===== src/rtl/hack_pkg.sv =====
// Shared constants and state encodings for the Hack SPI memory controller.
// The frame length helper keeps the top and the shifter in agreement on N.
package hack_pkg;

  localparam logic [7:0] SPI_CMD_READ  = 8'h03;
  localparam logic [7:0] SPI_CMD_WRITE = 8'h02;
  localparam int         WORD_W        = 16;
  localparam int         ADDR_W        = 15;

  // SHIFT is the only state with bit 0 set, so csb_o decodes from one bit.
  typedef enum logic [1:0] {
    ST_IDLE  = 2'b00,
    ST_SHIFT = 2'b01,
    ST_DONE  = 2'b10
  } ctrl_state_t;

  function automatic int frame_bits(input int addr_bytes);
    return 8 + 8 * addr_bytes + WORD_W;
  endfunction

endpackage


===== src/rtl/hack_spi_shifter.sv =====
// SCLK divider and frame shifter: sends an N-bit frame MSB first in SPI mode 0
// and collects the last 16 MISO bits; last_edge marks the final sampling edge.
module hack_spi_shifter
  import hack_pkg::*;
#(
  parameter int CLK_DIV = 2,
  parameter int N       = 40
) (
  input  logic              clk,
  input  logic              rst,
  input  logic              start,
  input  logic [N-1:0]      frame,
  input  logic              mi_i,
  output logic              sclk_o,
  output logic              mo_o,
  output logic              last_edge,
  output logic [WORD_W-1:0] rdata_next
);

  localparam int DIV_W = $clog2(CLK_DIV + 1);
  localparam int BIT_W = $clog2(N + 1);

  logic              active_reg;
  logic              sclk_reg;
  logic [DIV_W-1:0]  div_cnt_reg;
  logic [BIT_W-1:0]  bit_cnt_reg;
  logic [N-1:0]      sh_out_reg;
  logic [WORD_W-1:0] sh_in_reg;

  logic phase_end;
  logic bit_end;

  assign phase_end  = active_reg && (div_cnt_reg == DIV_W'(CLK_DIV - 1));
  assign bit_end    = phase_end && sclk_reg;
  assign last_edge  = bit_end && (bit_cnt_reg == '0);
  assign rdata_next = {sh_in_reg[WORD_W-2:0], mi_i};
  assign sclk_o     = sclk_reg;
  // Frame drains to zeros, so MOSI falls to 0 by itself after the last bit.
  assign mo_o       = sh_out_reg[N-1];

  always_ff @(posedge clk) begin
    if (rst) begin
      active_reg  <= 1'b0;
      sclk_reg    <= 1'b0;
      div_cnt_reg <= '0;
      bit_cnt_reg <= '0;
      sh_out_reg  <= '0;
      sh_in_reg   <= '0;
    end else if (start) begin
      active_reg  <= 1'b1;
      sclk_reg    <= 1'b0;
      div_cnt_reg <= '0;
      bit_cnt_reg <= BIT_W'(N - 1);
      sh_out_reg  <= frame;
      sh_in_reg   <= '0;
    end else if (active_reg) begin
      if (phase_end) begin
        div_cnt_reg <= '0;
        sclk_reg    <= ~sclk_reg;
        if (sclk_reg) begin
          // End of the high phase: sample MISO, present the next MOSI bit.
          sh_in_reg  <= rdata_next;
          sh_out_reg <= sh_out_reg << 1;
          if (bit_cnt_reg == '0) begin
            active_reg <= 1'b0;
          end else begin
            bit_cnt_reg <= bit_cnt_reg - BIT_W'(1);
          end
        end
      end else begin
        div_cnt_reg <= div_cnt_reg + DIV_W'(1);
      end
    end
  end

endmodule


===== src/rtl/hack_spi_mem_ctrl.sv =====
// Hack core memory port to 23LC-style SPI SRAM: one word per request,
// request handshake, frame assembly and chip-select spacing between frames.
module hack_spi_mem_ctrl
  import hack_pkg::*;
#(
  parameter int CLK_DIV    = 2,
  parameter int ADDR_BYTES = 2,
  parameter int CS_IDLE    = 2
) (
  input  logic              clk,
  input  logic              rst,
  input  logic              req_valid,
  output logic              req_ready,
  input  logic              req_we,
  input  logic [ADDR_W-1:0] req_addr,
  input  logic [WORD_W-1:0] req_wdata,
  output logic              rsp_valid,
  output logic [WORD_W-1:0] rsp_rdata,
  output logic              sclk_o,
  output logic              csb_o,
  output logic              mo_o,
  input  logic              mi_i
);

  localparam int N    = frame_bits(ADDR_BYTES);
  localparam int AB_W = 8 * ADDR_BYTES;
  localparam int CS_W = $clog2(CS_IDLE + 1);

  ctrl_state_t       state_reg;
  ctrl_state_t       state_next;
  logic              we_reg;
  logic [CS_W-1:0]   cs_cnt_reg;
  logic              rsp_valid_reg;
  logic [WORD_W-1:0] rsp_rdata_reg;

  logic              accept;
  logic              last_edge;
  logic [N-1:0]      frame;
  logic [WORD_W-1:0] rdata_next;

  assign accept = req_valid && req_ready;
  // Word address becomes a byte address; reads clock out zeros in the data slot.
  assign frame  = {req_we ? SPI_CMD_WRITE : SPI_CMD_READ,
                   AB_W'({req_addr, 1'b0}),
                   req_we ? req_wdata : {WORD_W{1'b0}}};

  hack_spi_shifter #(
    .CLK_DIV (CLK_DIV),
    .N       (N)
  ) u_shifter (
    .clk        (clk),
    .rst        (rst),
    .start      (accept),
    .frame      (frame),
    .mi_i       (mi_i),
    .sclk_o     (sclk_o),
    .mo_o       (mo_o),
    .last_edge  (last_edge),
    .rdata_next (rdata_next)
  );

  always_ff @(posedge clk) begin
    if (rst) begin
      state_reg <= ST_IDLE;
    end else begin
      state_reg <= state_next;
    end
  end

  always_comb begin
    state_next = state_reg;
    case (state_reg)
      ST_IDLE:  if (accept) state_next = ST_SHIFT;
      ST_SHIFT: if (last_edge) state_next = ST_DONE;
      ST_DONE:  if (cs_cnt_reg == CS_W'(CS_IDLE - 1)) state_next = ST_IDLE;
      default:  state_next = ST_IDLE;
    endcase
  end

  always_comb begin
    req_ready = 1'b0;
    csb_o     = 1'b1;
    case (state_reg)
      ST_IDLE:  req_ready = 1'b1;
      ST_SHIFT: csb_o     = 1'b0;
      default:  ;
    endcase
  end

  always_ff @(posedge clk) begin
    if (rst) begin
      we_reg        <= 1'b0;
      cs_cnt_reg    <= '0;
      rsp_valid_reg <= 1'b0;
      rsp_rdata_reg <= '0;
    end else begin
      if (accept) begin
        we_reg <= req_we;
      end
      cs_cnt_reg    <= (state_reg == ST_DONE) ? cs_cnt_reg + CS_W'(1) : '0;
      rsp_valid_reg <= (state_reg == ST_SHIFT) && last_edge;
      if ((state_reg == ST_SHIFT) && last_edge && !we_reg) begin
        rsp_rdata_reg <= rdata_next;
      end
    end
  end

  assign rsp_valid = rsp_valid_reg;
  assign rsp_rdata = rsp_rdata_reg;

endmodule


===== config.mk =====
export PLATFORM = sky130hd
export DESIGN_NAME = hack_spi_mem_ctrl
export DESIGN_NICKNAME = d
export VERILOG_FILES = /design/src/rtl/hack_pkg.sv /design/src/rtl/hack_spi_shifter.sv /design/src/rtl/hack_spi_mem_ctrl.sv
export SDC_FILE = /design/constraint.sdc
export NUM_CORES = 1
export LEC_CHECK = 0
export BUFFER_PORTS_ARGS = -buffer_cell sky130_fd_sc_hd__buf_4
export CAP_MARGIN = 10
export CORE_AREA = 2 2 134 136
export CTS_CLUSTER_SIZE = 30
export DETAILED_ROUTE_END_ITERATION = 6
export DIE_AREA = 0 0 136 138
export GPL_ROUTABILITY_DRIVEN = 0
export SLEW_MARGIN = 5
export SYNTH_ARGS = -nofsm -noshare
export SYNTH_HDL_FRONTEND = slang
export SYNTH_HIERARCHICAL = 1
export SYNTH_SLANG_ARGS = --single-unit

===== constraint.sdc =====
create_clock -name clk -period 2.4 [get_ports clk]
set_input_delay 0 -clock clk [delete_from_list [all_inputs] [get_ports clk]]
set_output_delay 0 -clock clk [all_outputs]
set_load 0.005 [all_outputs]

After elaboration in Yosys (flattened, before gate mapping)

Cells that the tools add are included.

Bits in registers: 87

Add/subtract/negate cells: 3
Eq/ne operators: 8
Mux-type cells: 23
Bitwise gates (word level): 3
Reductions and logical operators: 20

Operators with widths:

| operator            | number |
|---|---|
| $mux 40             | 4 |
| $mux 6              | 5 |
| $mux 16             | 1 |
| $reduce_and 3->1    | 3 |
| $mux 1              | 8 |
| $mux 2              | 4 |
| $ne 2x2->1 const B  | 4 |
| $reduce_and 4->1    | 2 |
| $eq 2x1->1 const B  | 3 |
| $logic_and 1x1->1   | 6 |
| $logic_not 6->1     | 1 |
| $pmux 2 s3          | 1 |
| $reduce_bool 2->1   | 3 |
| $sub 6x1->6 const B | 1 |
| $add 2x1->2 const B | 2 |
| $reduce_or 2->1     | 2 |
| $not 1->1           | 3 |
| $eq 2x2->1 const B  | 1 |
| $logic_not 2->1     | 1 |
| $reduce_and 2->1    | 1 |
| $logic_not 1->1     | 1 |

Depth between registers and ports, before layout

Depth in word-level cells: 6
Depth in mapped cells: 9
Gate-level depth less buffers: 7

Cells and area by module

The synthesis kept the hierarchy.

By module, submodules not included:

| module            | times used | cells an instance | area an instance (µm²) |
|---|---|---|---|
| hack_spi_shifter  | 1          | 340               | 2780.2 |
| hack_spi_mem_ctrl | 1          | 115               | 1107.3 |

Least setup slack after synthesis

OpenSTA, ideal clock, no wires.

Path kind: reg-to-reg
Start point: reg u_shifter.bit_cnt_reg[0]
End point: reg rsp_rdata_reg[0] (netlist: rsp_rdata[0])
Library setup time: 72 ps
Arrival: 1778 ps
Setup slack: 551 ps
Cell stages (with the launch flop): 10
Period minus slack after synthesis: 1849 ps
Cells stage by stage: dfxtp_1 > inv_1 > ha_1 > nor2b_1 > nand3_1 > inv_1 > nor4bb_4 > buf_6 > buf_12 > mux2i_1

Longest elaborated chain between the ends: 4

RTL lines:

| item                           | RTL line                 | source |
|---|---|---|
| start: declaration             | hack_spi_shifter.sv:26   | `logic [BIT_W-1:0] bit_cnt_reg;` |
| start signal: assignment       | hack_spi_shifter.sv:53   | `bit_cnt_reg <= BIT_W'(N - 1);` |
| start signal: assignment       | hack_spi_shifter.sv:67   | `bit_cnt_reg <= bit_cnt_reg - BIT_W'(1);` |
| $logic_not 6->1                | hack_spi_shifter.sv:35   | `assign last_edge = bit_end && (bit_cnt_reg == '0);` |
| $logic_and 1x1->1              | hack_spi_shifter.sv:35   |  |
| net last_edge                  | hack_spi_mem_ctrl.sv:37  | `logic last_edge;` |
| $logic_and 1x1->1 (2 in a row) | hack_spi_mem_ctrl.sv:102 | `if ((state_reg == ST_SHIFT) && last_edge && !we_reg) begin` |
| end signal: assignment         | hack_spi_mem_ctrl.sv:103 | `rsp_rdata_reg <= rdata_next;` |
| end: declaration               | hack_spi_mem_ctrl.sv:34  | `logic [WORD_W-1:0] rsp_rdata_reg;` |

The timed path passes the listed nets, and every way through them passes these cells.
A chain may end at the register's enable or synchronous reset.

Worst setup path after layout

Start point: reg u_shifter.bit_cnt_reg[0]
End point: reg rsp_rdata_reg[15] (netlist: rsp_rdata[15])

The elaborated chain is that of the path after synthesis.

==> impl_summary.log <==
INFO  metric setup.worst_path.start_class = register
INFO  metric post-route-min-period = 2.05 ns
INFO  metric mostFrequentLayoutCells = sky130_fd_sc_hd__nand2_1, sky130_fd_sc_hd__dfxtp_1, sky130_fd_sc_hd__buf_4
INFO  metric synth_compound_area_frac = 0.156
INFO  metric path_max_fanout = 16
INFO  metric vias = 3135
INFO  metric area_occupied_by_multi_input_gates = 1960 µm²
INFO  metric firstDrtPassIters = 4
INFO  metric final_layout_size_suffix_gt1_frac = 0.198
INFO  metric power.density = 711 nW/µm²
INFO  metric coreArea = 17500 µm²
INFO  metric synth_seq_cells = 87
INFO  metric timing_worst_slew_pin_value = 0.607 ns
INFO  metric report.final.slew_viol_count = 0
INFO  metric total_switching_power = 0.760 mW
INFO  metric total_power = 3.59 mW
INFO  metric power_switching_share = 0.212
INFO  metric grt_pass1_wl = 14100 µm
INFO  metric vdd_drop_max = 0.385 mV
INFO  metric grt_max_degree = 57
INFO  metric min_period_over_period = 0.856
INFO  metric drt.antenna.violating_nets = 0
INFO  metric routedWlPerCell = 11.2 µm
INFO  metric share_comb_of_total_power = 0.090
INFO  metric place.detailed.hpwl = 5060 µm
INFO  metric synth-xor-area-share = 0.00901
INFO  metric portBuffers = 56
INFO  metric met2WireLength = 3640 µm
INFO  metric synth.area.mux_share = 0.0438
INFO  metric worst-endpoint-required = 2.67 ns
INFO  metric number_of_enable_flip_flop_cells_after_synthesis = 0
INFO  metric grt_antenna_before_repair = 0
INFO  metric synthDistinctLibCells = 37
INFO  metric largest_family_of_logic_cells_by_synthesized_area = simple AND/OR/NAND/NOR gates
INFO  metric synthAdderAreaFrac = 0.00644
INFO  metric die_y = 138 µm
INFO  metric antenna_cells = 0
INFO  metric synthesis.instances = 455
INFO  metric largest_register_ff_count = 40
INFO  metric yosys.area_share.simple = 0.280
INFO  metric drt_wl_total = 8390 µm
INFO  metric sequential_cell_area = 1740 µm²
INFO  metric drt_first_iter_violations = 176
INFO  metric power.clock.fraction = 0.477
INFO  metric area_of_the_mapped_netlist = 3890 µm²
INFO  metric grt_util_all_layers = 0.0928
INFO  metric timing.clock.skew = 0.00539 ns
INFO  metric finalSetupViolCount = 0
INFO  metric synth_flop_cell = sky130_fd_sc_hd__dfxtp_1
INFO  metric die_width = 136 µm
INFO  metric synth_top_cell_by_area = sky130_fd_sc_hd__dfxtp_1
INFO  metric hold_class = input pin to register
INFO  metric grt_setup_unrepaired = false
INFO  metric run_status = complete, no violations
INFO  metric leading_cell_type_in_the_layout_fill_and_taps_excluded = sky130_fd_sc_hd__nand2_1
INFO  metric fp-row-count = 49
INFO  metric cts_htree_levels = 3
INFO  metric dr_wl_met3 = 387 µm
INFO  metric cts.reportedPaths.clkPinSlew = 0.06 ns
INFO  metric route.detailed.drc = 0
INFO  metric power.leakage = 1.81 nW
INFO  metric post_cts_setup_buffer_count = 0
INFO  metric met1_length = 4260 µm
INFO  metric cts_tree = done
INFO  metric highest_metal_used = met4
INFO  metric avgViaCountPerCell = 4.18
INFO  metric grt_pass1_vias = 2964
INFO  metric power.sequential.fraction = 0.433
INFO  metric n_fill_cell = 1880
INFO  metric crit_path_end_kind = register
INFO  metric cell_internal_pwr = 2.83 mW
INFO  metric tns = 0 ns
INFO  metric clk_root_buffer_cell = sky130_fd_sc_hd__clkbuf_16
INFO  metric max-clock-path-buffers = 2
INFO  metric critical_path_class = register to register
INFO  metric clock_sink_count = 87
INFO  metric post_synth.cell_area_avg = 8.54 µm²
INFO  metric io_pins = 57
INFO  metric synthTopCellsByArea = sky130_fd_sc_hd__dfxtp_1, sky130_fd_sc_hd__nand2_1, sky130_fd_sc_hd__a311oi_1, sky130_fd_sc_hd__nand2b_1, sky130_fd_sc_hd__a311oi_2
INFO  metric worstPathArrival = 2.32 ns
INFO  metric cts_inserted_buffers = 9
INFO  metric design.final.nets = 554
INFO  metric drv.max_cap_violation_count = 0
INFO  metric cts.repair.resized = 0
INFO  metric ys_warn_count = 6
INFO  metric synth-async-reset-ratio = 0
INFO  metric yosysSeqAreaShare = 0.448
INFO  metric initial_utilization = 0.222
INFO  metric max_freq = 487 MHz
INFO  metric area_growth = 29.8%
INFO  metric gr_ovfl_total = 0
INFO  metric dieArea = 18800 µm²
INFO  metric report.final.hold_viol_count = 0
INFO  metric holdBufCountCts = 17
INFO  metric relSlewSlack = 0.595
INFO  metric clk_lat_worst_skew = 0.34 ns
INFO  metric fraction_of_synthesized_cell_area_taken_by_the_top_area_cell_type = 0.448
INFO  metric whs = 0.0427 ns
-- final cells by class --
cell class,instances,area share
timing repair buffer,80,0.132
clock inverter,5,0.0255
tap,229,0.0568
clock buffer,11,0.0481
multi-input combinational,332,0.388
sequential,87,0.345
inverter,6,0.00446
-- per-stage QoR --
step / worst slack [ns] / cell area (µm²) / cells / util
after floorplan: 0.551 / 3910 / 461 / -
after global placement: 0.420 / 4510 / 717 / 0.257
after detailed placement: 0.336 / 4510 / 717 / 0.257
after CTS: 0.332 / 5050 / 750 / 0.288
after global routing: 0.183 / 5050 / 750 / 0.288
final: 0.347 / 5050 / 750 / 0.288
-- cell families (layout without fill, tap and decap cells) --
kind of cell               after synthesis  after routing
DFF                                     87             87
and+or+nand+nor                        233            233
adders and majority gates                2              2
muxes                                   17             17
other                                    2              8
xor gates and xnor gates                 4              4
buffers and inverters                   42            102
AOI/OAI and AO/OA                       68             68
-- path summary, 6_finish.rpt --
check                          to  cells after the start                     start  slack [ns]
max                 rsp_rdata[15]                      8  u_shifter/bit_cnt_reg[0]        0.35
min          u_shifter/active_reg                      2                       rst        0.04
max reg2reg         rsp_rdata[15]                      8  u_shifter/bit_cnt_reg[0]        0.35
min reg2reg         cs_cnt_reg[0]                      1             cs_cnt_reg[0]        0.43
-- power groups by stage --
stage                     combinational [mW]  clock [mW]  sequential, mW
after floorplan                        0.206           0            1.58
after global placement                 0.302           0            1.59
after detailed placement               0.303           0            1.59
after CTS                              0.327        1.75            1.55
after global routing                   0.360        1.82            1.56
final                                  0.322        1.71            1.56
-- synth_stat cells, types with 2 or more instances --
cell type                  instances
sky130_fd_sc_hd__a21oi_1          22
sky130_fd_sc_hd__or2b_1            2
sky130_fd_sc_hd__nand3b_1          2
sky130_fd_sc_hd__buf_4             6
sky130_fd_sc_hd__nand2b_1         35
sky130_fd_sc_hd__ha_1              2
sky130_fd_sc_hd__or3b_2            2
sky130_fd_sc_hd__clkbuf_1         21
sky130_fd_sc_hd__and2_1           16
sky130_fd_sc_hd__or2_2             2
sky130_fd_sc_hd__a311oi_1         27
sky130_fd_sc_hd__nand2_1         112
sky130_fd_sc_hd__xnor2_1           4
sky130_fd_sc_hd__mux2i_1          17
sky130_fd_sc_hd__nor2_1           52
sky130_fd_sc_hd__conb_1            2
sky130_fd_sc_hd__buf_2             7
sky130_fd_sc_hd__a311oi_2         14
sky130_fd_sc_hd__dfxtp_1          87
sky130_fd_sc_hd__inv_1             5
sky130_fd_sc_hd__nand3_1           2
-- metal layers --
layer  GRT usage  vias to the layer above
li1            -                     1643
met1       0.125                     1420
met2       0.141                       63
met3      0.0297                        9
met4      0.0280                        0
met5           0                        -
-- critical path, cell delays in order, from the launching register on --
cell and delay, ns:
sky130_fd_sc_hd__dfxtp_1 0.34, sky130_fd_sc_hd__inv_1 0.06, sky130_fd_sc_hd__ha_1 0.20, sky130_fd_sc_hd__nor2b_1 0.30, sky130_fd_sc_hd__nand3_1 0.14, sky130_fd_sc_hd__inv_1 0.12
sky130_fd_sc_hd__nor4bb_4 0.27, sky130_fd_sc_hd__buf_4 0.32, sky130_fd_sc_hd__mux2i_1 0.22
No activity file was read; power rests on OpenSTA's default activity.
